[config.mk]
export PLATFORM = sky130hd
export DESIGN_NAME = see_inject_campaign
export DESIGN_NICKNAME = d
export VERILOG_FILES = /design/src/rtl/see_inject_campaign_pkg.sv /design/src/rtl/see_inject_campaign_lfsr.sv /design/src/rtl/see_inject_campaign.sv
export SDC_FILE = /design/constraint.sdc
export NUM_CORES = 1
export LEC_CHECK = 0
export CAP_MARGIN = 30
export CELL_PAD_IN_SITES_DETAIL_PLACEMENT = 1
export CELL_PAD_IN_SITES_GLOBAL_PLACEMENT = 1
export CORE_MARGIN = 2
export CORE_UTILIZATION = 40
export DETAILED_ROUTE_END_ITERATION = 10
export GPL_ROUTABILITY_DRIVEN = 0
export GPL_TIMING_DRIVEN = 0
export PLACE_DENSITY_LB_ADDON = 0.1
export RECOVER_POWER = 100
export REMOVE_ABC_BUFFERS = 1
export SLEW_MARGIN = 20
export SYNTH_ARGS = -nofsm -noshare
export SYNTH_HDL_FRONTEND = slang
export SYNTH_SLANG_ARGS = --single-unit
[constraint.sdc]
create_clock -name clk -period 2.5 [get_ports clk]
set_clock_uncertainty 0.1 [all_clocks]
set_input_delay 0.375 -clock clk [delete_from_list [all_inputs] [get_ports clk]]
set_output_delay 0.375 -clock clk [all_outputs]
set_load 0.005 [all_outputs]
[src/rtl/see_inject_campaign_pkg.sv]
// rtl/see_inject_campaign_pkg.sv - shared types, defaults and width helper for the SEE campaign
package see_pkg;

  typedef enum logic [2:0] {
    ST_IDLE,
    ST_SEED,
    ST_APPLY,
    ST_SETTLE,
    ST_SAMPLE,
    ST_RESULT,
    ST_FIN
  } see_state_e;

  localparam logic [15:0] DEFAULT_POLY = 16'hB400;
  localparam logic [15:0] DEFAULT_SEED = 16'hACE1;

  // Index width for a counter over n items; never below 1 so n=1 still gets a register.
  function automatic int unsigned idx_w(input int unsigned n);
    return (n <= 1) ? 1 : $clog2(n);
  endfunction

endpackage

[src/rtl/see_inject_campaign_lfsr.sv]
// rtl/see_inject_campaign_lfsr.sv - Galois LFSR stimulus source with load and step controls
module see_lfsr
  import see_pkg::*;
#(
  parameter int unsigned       W     = 16,
  parameter int unsigned       OUT_W = 9,
  parameter logic [W-1:0]      POLY  = W'(DEFAULT_POLY),
  parameter logic [W-1:0]      SEED  = W'(DEFAULT_SEED)
) (
  input  logic             clk,
  input  logic             rst,
  input  logic             load_i,
  input  logic             step_i,
  output logic [OUT_W-1:0] state_o
);

  logic [W-1:0] state_q, state_d;

  // Load wins over step; a step shifts right and folds the taps in when the LSB falls out set.
  always_comb begin
    state_d = state_q;
    if (load_i) begin
      state_d = SEED;
    end else if (step_i) begin
      state_d = (state_q >> 1) ^ (state_q[0] ? POLY : '0);
    end
  end

  // State register, seeded at reset so the first campaign needs no explicit load.
  always_ff @(posedge clk or posedge rst) begin
    if (rst) begin
      state_q <= SEED;
    end else begin
      state_q <= state_d;
    end
  end

  assign state_o = state_q[OUT_W-1:0];

endmodule

[src/rtl/see_inject_campaign.sv]
// rtl/see_inject_campaign.sv - per-site upset campaign: stimulus, compare, count, report
module see_inject_campaign
  import see_pkg::*;
#(
  parameter int unsigned         N_IN    = 9,
  parameter int unsigned         N_OUT   = 5,
  parameter int unsigned         N_SITES = 49,
  parameter int unsigned         N_VEC   = 256,
  parameter int unsigned         SETTLE  = 2,
  parameter int unsigned         LFSR_W  = 16,
  parameter logic [LFSR_W-1:0]   POLY    = LFSR_W'(DEFAULT_POLY),
  parameter logic [LFSR_W-1:0]   SEED    = LFSR_W'(DEFAULT_SEED),
  parameter int unsigned         CNT_W   = 16,
  localparam int unsigned        SITE_W  = idx_w(N_SITES)
) (
  input  logic              clk,
  input  logic              rst,
  input  logic              start,
  input  logic              abort,
  output logic [N_IN-1:0]   stim_o,
  output logic              inj_en_o,
  output logic [SITE_W-1:0] inj_site_o,
  input  logic [N_OUT-1:0]  gold_i,
  input  logic [N_OUT-1:0]  fault_i,
  output logic              busy,
  output logic              done,
  output logic              res_valid,
  input  logic              res_ready,
  output logic [SITE_W-1:0] res_site,
  output logic [CNT_W-1:0]  res_err_cnt,
  output logic [N_OUT-1:0]  res_out_mask
);

  localparam int unsigned VEC_W = idx_w(N_VEC);
  localparam int unsigned SET_W = idx_w(SETTLE);

  see_state_e         state_q, state_d;
  logic [VEC_W-1:0]   vec_q, vec_d;
  logic [SET_W-1:0]   settle_q, settle_d;
  logic [SITE_W-1:0]  site_q, site_d;
  logic [CNT_W-1:0]   err_q, err_d;
  logic [N_OUT-1:0]   mask_q, mask_d;
  logic [N_IN-1:0]    stim_q, stim_d;
  logic               inj_en_q, busy_q, done_q, res_valid_q;
  logic               lfsr_load, lfsr_step;
  logic [N_IN-1:0]    lfsr_bits;
  logic [N_OUT-1:0]   diff;

  see_lfsr #(
    .W     (LFSR_W),
    .OUT_W (N_IN),
    .POLY  (POLY),
    .SEED  (SEED)
  ) u_lfsr (
    .clk     (clk),
    .rst     (rst),
    .load_i  (lfsr_load),
    .step_i  (lfsr_step),
    .state_o (lfsr_bits)
  );

  assign diff = gold_i ^ fault_i;

  // Campaign sequencing: reseed per site, one vector per APPLY/SETTLE/SAMPLE pass, then report.
  always_comb begin
    state_d   = state_q;
    vec_d     = vec_q;
    settle_d  = settle_q;
    site_d    = site_q;
    err_d     = err_q;
    mask_d    = mask_q;
    stim_d    = stim_q;
    lfsr_load = 1'b0;
    lfsr_step = 1'b0;
    unique case (state_q)
      ST_IDLE: begin
        if (start) begin
          site_d  = '0;
          state_d = ST_SEED;
        end
      end
      ST_SEED: begin
        lfsr_load = 1'b1;
        vec_d     = '0;
        err_d     = '0;
        mask_d    = '0;
        state_d   = ST_APPLY;
      end
      ST_APPLY: begin
        stim_d    = lfsr_bits;
        lfsr_step = 1'b1;
        settle_d  = '0;
        state_d   = ST_SETTLE;
      end
      ST_SETTLE: begin
        if (settle_q == SET_W'(SETTLE - 1)) begin
          state_d = ST_SAMPLE;
        end else begin
          settle_d = settle_q + 1'b1;
        end
      end
      ST_SAMPLE: begin
        if ((diff != '0) && (err_q != '1)) begin
          err_d = err_q + 1'b1;
        end
        mask_d = mask_q | diff;
        if (vec_q == VEC_W'(N_VEC - 1)) begin
          state_d = ST_RESULT;
        end else begin
          vec_d   = vec_q + 1'b1;
          state_d = ST_APPLY;
        end
      end
      ST_RESULT: begin
        if (res_ready) begin
          if (site_q == SITE_W'(N_SITES - 1)) begin
            state_d = ST_FIN;
          end else begin
            site_d  = site_q + 1'b1;
            state_d = ST_SEED;
          end
        end
      end
      ST_FIN: begin
        state_d = ST_IDLE;
      end
      default: begin
        state_d = ST_IDLE;
      end
    endcase
    // Abort overrides everything, including a result handshake landing on the same edge.
    if (abort && (state_q != ST_IDLE)) begin
      state_d = ST_IDLE;
      site_d  = site_q;
    end
  end

  // State, counters and registered outputs; status flags are decoded from the next state.
  always_ff @(posedge clk or posedge rst) begin
    if (rst) begin
      state_q     <= ST_IDLE;
      vec_q       <= '0;
      settle_q    <= '0;
      site_q      <= '0;
      err_q       <= '0;
      mask_q      <= '0;
      stim_q      <= '0;
      inj_en_q    <= 1'b0;
      busy_q      <= 1'b0;
      done_q      <= 1'b0;
      res_valid_q <= 1'b0;
    end else begin
      state_q     <= state_d;
      vec_q       <= vec_d;
      settle_q    <= settle_d;
      site_q      <= site_d;
      err_q       <= err_d;
      mask_q      <= mask_d;
      stim_q      <= stim_d;
      inj_en_q    <= (state_d inside {ST_SEED, ST_APPLY, ST_SETTLE, ST_SAMPLE, ST_RESULT});
      busy_q      <= (state_d != ST_IDLE);
      done_q      <= (state_d == ST_FIN);
      res_valid_q <= (state_d == ST_RESULT);
    end
  end

  assign stim_o       = stim_q;
  assign inj_en_o     = inj_en_q;
  assign inj_site_o   = site_q;
  assign busy         = busy_q;
  assign done         = done_q;
  assign res_valid    = res_valid_q;
  assign res_site     = site_q;
  assign res_err_cnt  = err_q;
  assign res_out_mask = mask_q;

endmodule

# --- After elaboration in Yosys (flattened, before gate mapping) ---
# Cells that the tools add are included.
totals:
  ff_bits: 68
  inputBits: 15
  output_inout_bits: 46
  elab_cells: 76
classes:
  add_sub_neg: 4
  eq_ne: 19
  muxes: 23
  n_bitwise: 4
  n_reduce_logical: 14
ops:
  columns: ["cell", "count"]
  rows:
  - ["16-bit 2-to-1 mux", 4]
  - ["16-bit case mux with 2 select lines", 1]
  - ["3-bit 2-to-1 mux", 6]
  - ["6-bit 2-to-1 mux", 3]
  - ["3-bit case mux with 6 select lines", 1]
  - ["16-bit by 1-bit adder with 16-bit output, second input constant", 1]
  - ["16-bit != test, second input constant", 1]
  - ["8-bit case mux with 2 select lines", 1]
  - ["15-bit by 16-bit bitwise XOR with 16-bit output", 1]
  - ["3-bit equality test, second input constant", 5]
  - ["3-bit by 2-bit equality test with 1-bit output, second input constant", 4]
  - ["6-bit case mux with 2 select lines", 1]
  - ["2-bit != test, second input constant", 5]
  - ["5-bit case mux with 2 select lines", 1]
  - ["5-bit nonzero test", 2]
  - ["8-bit by 1-bit adder with 8-bit output, second input constant", 1]
  - ["8-bit equality test, second input constant", 1]
  - ["8-bit 2-to-1 mux", 1]
  - ["2-bit nonzero test", 4]
  - ["6-bit by 1-bit adder with 6-bit output, second input constant", 1]
  - ["3-bit by 1-bit equality test with 1-bit output, second input constant", 2]
  - ["6-bit equality test, second input constant", 1]
  - ["3-bit nonzero test", 2]
  - ["5-bit OR", 1]
  - ["9 further kinds", 13]

# --- Depth between registers and ports, before layout ---
logic_depth:
  word_depth: 7
  ltp_mapped: 7
  mapped_depth_nobuf: 6

# --- Hierarchy ---
# From an unflattened synthesis, not the netlist that was laid out.
hier_totals:
  hier_cells: 337
  area_unflattened_um2: 3502.1
modules_own_cells:
  columns: ["mod", "instances", "cells_each", "area_each_um2", "seq_area_each_um2"]
  rows:
  - ["see_inject_campaign", 1, 271, 2703.8, 1301.2]
  - ["see_lfsr", 1, 66, 798.3, 410.4]

# --- Worst setup path after synthesis ---
# Ideal clock, no wire load.
synth_timing:
  kind: "flip-flop to flip-flop"
  startpoint: "reg state_q[0]"
  endpoint: "reg err_q[8], in the netlist res_err_cnt[8]"
  setup_time_ns: 0.078
  arrival_time_ns: 1.840
  required_time_ns: 2.322
  setup_slack_ns: 0.482
  stages_incl_launch_ff: 6
  n_path_buf: 1
  synth_period_minus_slack_ns: 2.018
  path_cell_list: "dfrtp_1 -> or3b_1 -> buf_2 -> a211o_4 -> or4_1 -> a21oi_1"
synth_between:
  elab_chain_cells: 3
  word_cells_on_any_way: 6
  classes_between: "eq/ne: 3; mux: 1; reduce/logical: 2"
synth_rtl:
  columns: ["element", "line_no", "source"]
  rows:
  - ["from (decl)", "see_inject_campaign.sv:37", "see_state_e state_q, state_d;"]
  - ["from (signal assigned)", "see_inject_campaign.sv:153", "state_q <= state_d;"]
  - ["3-bit equality test / 3-bit by 1-bit equality test with 1-bit output (equally long branches)", "see_inject_campaign.sv:75", "unique case (state_q)"]
  - ["2-bit != test (no source line) / 2-bit nonzero test (equally long branches)", null, null]
  - ["2-bit AND reduction (no source line)", null, null]
  - ["to (signal assigned)", "see_inject_campaign.sv:157", "err_q <= err_d;"]
  - ["to (decl)", "see_inject_campaign.sv:41", "logic [CNT_W-1:0] err_q, err_d;"]
# Parallel ways exist; a longest one is shown, timed or not.
# A chain may end at the register's enable or synchronous reset.

# --- Worst setup path in the final report ---
layout_timing:
  startpoint: "reg state_q[0]"
  endpoint: "reg err_q[9], in the netlist res_err_cnt[9]"
# Same word-level chain as after synthesis.

==> results.json <==
{
  "status": "completed",
  "io_pins": 61,
  "ys_warn_count": 0,
  "fin_util_pct": 51.7,
  "die_w_um": 94.8,
  "worstMarginPinSlew_ns": 0.928,
  "dp_hpwl_um": 5390,
  "fmax_mhz": 415,
  "yosysSeqAreaShare_pct": 51.9,
  "drtIter0Drc": 91,
  "yosysTopAreaCellShare_pct": 45.6,
  "core_area_sq_um": 8090,
  "antenna_left": 0,
  "vias_per_cell": 5.33,
  "start_util_pct": 40.7,
  "fin_crit_ns": 2.41,
  "clock_latency_ns": 0.35,
  "io_buffer_count": 60,
  "drive_gt1_share_pct": 9.73,
  "grt.overflow.total": 0,
  "setup-violations-final": 0,
  "cts_resized": 0,
  "htreeDepth": 3,
  "cts.sinks": 68,
  "via_count": 2696,
  "ys_seq_elements": 68,
  "synth_xor_xnor_area_share_pct": 4.78,
  "slew_violations": 0,
  "comb_power_share_pct": 32.3,
  "clockBufferDepth": 2,
  "place_area_sq_um": 3990,
  "area.growth.synth_to_final_pct": 26.8,
  "synthAdderAreaFrac_pct": 1.52,
  "hold_violations": 0,
  "power_mw": 3.89,
  "syn_area_sq_um": 3300,
  "worstPathRequired_ns": 2.65,
  "grt_pass1_vias": 2748,
  "ctsHoldBuffers": 0,
  "final_area_sq_um": 4180,
  "drc": 0,
  "min_period_over_period_pct": 96.4,
  "async_flop_share_pct": 100,
  "p_int_mw": 2.48,
  "synth-edff-count": 0,
  "num_rows": 33,
  "multi_input_area_sq_um": 1480,
  "die_h_um": 94.8,
  "slew-limit-headroom_pct": 37.5,
  "routed_wl_um": 7850,
  "fillerInstances": 946,
  "drtPass1Iterations": 4,
  "nets": 415,
  "root_buffer": "clkbuf_8",
  "worstSetupPathType": "reg -> reg",
  "fin_ws_ns": 0.0910,
  "synth-compound-area-share_pct": 12.1,
  "p_switching_mw": 1.40,
  "synth_cells": 340,
  "grt_antenna_before_repair": 0,
  "synth_area_leaders": "dfrtp_1, nand2_1, dfstp_2",
  "cts_tree": "built",
  "ir_drop_v": 0.000556,
  "grt_start_max_net_pins": 56,
  "grt_pass1_wl_um": 13100,
  "swShare_pct": 36.1,
  "clockPowerShare_pct": 24.5,
  "synth_top_family_by_area": "simple AND/OR/NAND/NOR gates",
  "cts.clk_slew.worst_paths_ns": 0.09,
  "power.density_nw_per_um2": 930,
  "diodes": 0,
  "regArea_sq_um": 1710,
  "dominantRegCellSynth": "dfrtp_1",
  "min_path_type": "reg -> reg",
  "grt_usage_pct": 18.7,
  "yosys.area.top_type": "dfrtp_1",
  "leakagePower_nw": 1.98,
  "cts_buffers": 9,
  "cp.arrival_ns": 2.56,
  "yosys-mux-area-fraction_pct": 3.15,
  "avgSynthCellArea_sq_um": 9.69,
  "critPathLaunchType": "flop",
  "drv_cap": 0,
  "seqPwrFrac_pct": 43.2,
  "critPathCaptureType": "flop",
  "wl_per_cell_um": 15.5,
  "dieArea_sq_um": 8980,
  "rsz0062_at_grt": "no",
  "synth_cell_types": 51,
  "postCtsSetupBuffers": 0,
  "yosys.area_share.simple_pct": 22.9,
  "place_ws_ns": -0.0112,
  "worstPathMaxFanout": 17
}
final cells by class:
cell class,instances,area share [%]
flip-flops and latches,68,40.9
clock buffers,9,2.96
repair buffers,65,15.1
well taps,105,3.14
clock inverters,7,1.95
inverters,5,0.479
multi-input cells,247,35.4
Yosys cell counts (all sizes together), types with 2 or more instances:
master	n
and3	5
and4	4
buf	7
o21ai	5
nand3	14
a21oi	17
ha	4
a22o	7
a41o	3
o21a	3
dfstp	8
nand4	5
mux2i	7
xnor2	6
inv	5
dfrtp	60
and2	2
o31ai	3
a31oi	5
nand2	66
a21boi	2
o211a	2
a211oi	3
nor4	2
mux2	3
clkbuf	13
or4	2
xor2	12
nor2b	3
nor3	9
nor2	34
or3b	2
nor3b	4
path summary, 6_finish.rpt:
path,from,to,slack [ns],depth (start not counted)
min in group asynchronous,rst,inj_site_o[2],0.42,2
max in group asynchronous,rst,res_out_mask[4],0.70,3
max,state_q[0],res_err_cnt[9],0.09,4
min,stim_o[6],stim_o[6],0.38,2
max reg2reg,state_q[0],res_err_cnt[9],0.09,4
min reg2reg,stim_o[6],stim_o[6],0.38,2
cell families after synthesis:
logic type                 Yosys count
buffers and inverters               25
adders and majority gates            4
xor gates and xnor gates            18
muxes                               10
and+or+nand+nor                    159
AOI/OAI and AO/OA                   56
DFF                                 68
placed cells by master (no fill, tap or decap), types with 5 or more instances in the layout:
| cell | instances |
|---|---|
| nand4_1 | 5 |
| clkbuf_8 | 9 |
| xor2_1 | 12 |
| nand3_1 | 14 |
| nand2_1 | 66 |
| clkdlybuf4s50_1 | 13 |
| a21oi_1 | 17 |
| nor2_1 | 34 |
| xnor2_1 | 6 |
| a22o_1 | 7 |
| mux2i_1 | 7 |
| dfstp_2 | 8 |
| nor3_1 | 9 |
| dlygate4sd3_1 | 47 |
| dfrtp_1 | 60 |
| and3_1 | 5 |
| a31oi_1 | 5 |
registers in the layout, summed over array words and instances (netlist names):
name	count
u_lfsr.state_q	16
res_valid	1
inj_site_o	6
stim_o	9
state_q	3
res_err_cnt	16
res_out_mask	5
vec_q	8
done	1
busy	1
inj_en_o	1
settle_q	1
power by group through the flow:
stage	Clock [mW]	Sequential (mW)	Combinational, mW
2_1_floorplan	0	1.65	0.758
3_3_place_gp	0	1.68	1.25
3_5_place_dp	0	1.70	1.33
4_1_cts	0.977	1.69	1.34
5_1_grt	1.03	1.73	1.42
6_report	0.953	1.68	1.25
metal layers:
layer	share of wire [%]	vias up	wire [um]	GRT usage [%]
met1	46	1335	3610	24.7
met3	4.1	8	319	4.79
met4	1.2	0	91	5.43
met5	0	-	0	0
li1	-	1299	-	-
met2	49	54	3830	30.4
worst max-delay path: stages (launching register included):
cell and delay [ns]:
dfrtp_1 0.58, or3b_1 0.60, a211oi_2 0.61, a31oi_1 0.18, a41o_1 0.23
through the flow:
step | hold slack (ns) | setup TNS, ns | std cells
after floorplan | 0.350 | -3.81 | 320
after global placement | 0.364 | -112.78 | 485
after detailed placement | 0.367 | -0.0229 | 488
after CTS | 0.183 | -0.00450 | 504
after global routing | 0.401 | 0 | 506
final | 0.377 | 0 | 506
No activity file was read; power rests on OpenSTA's default activity.
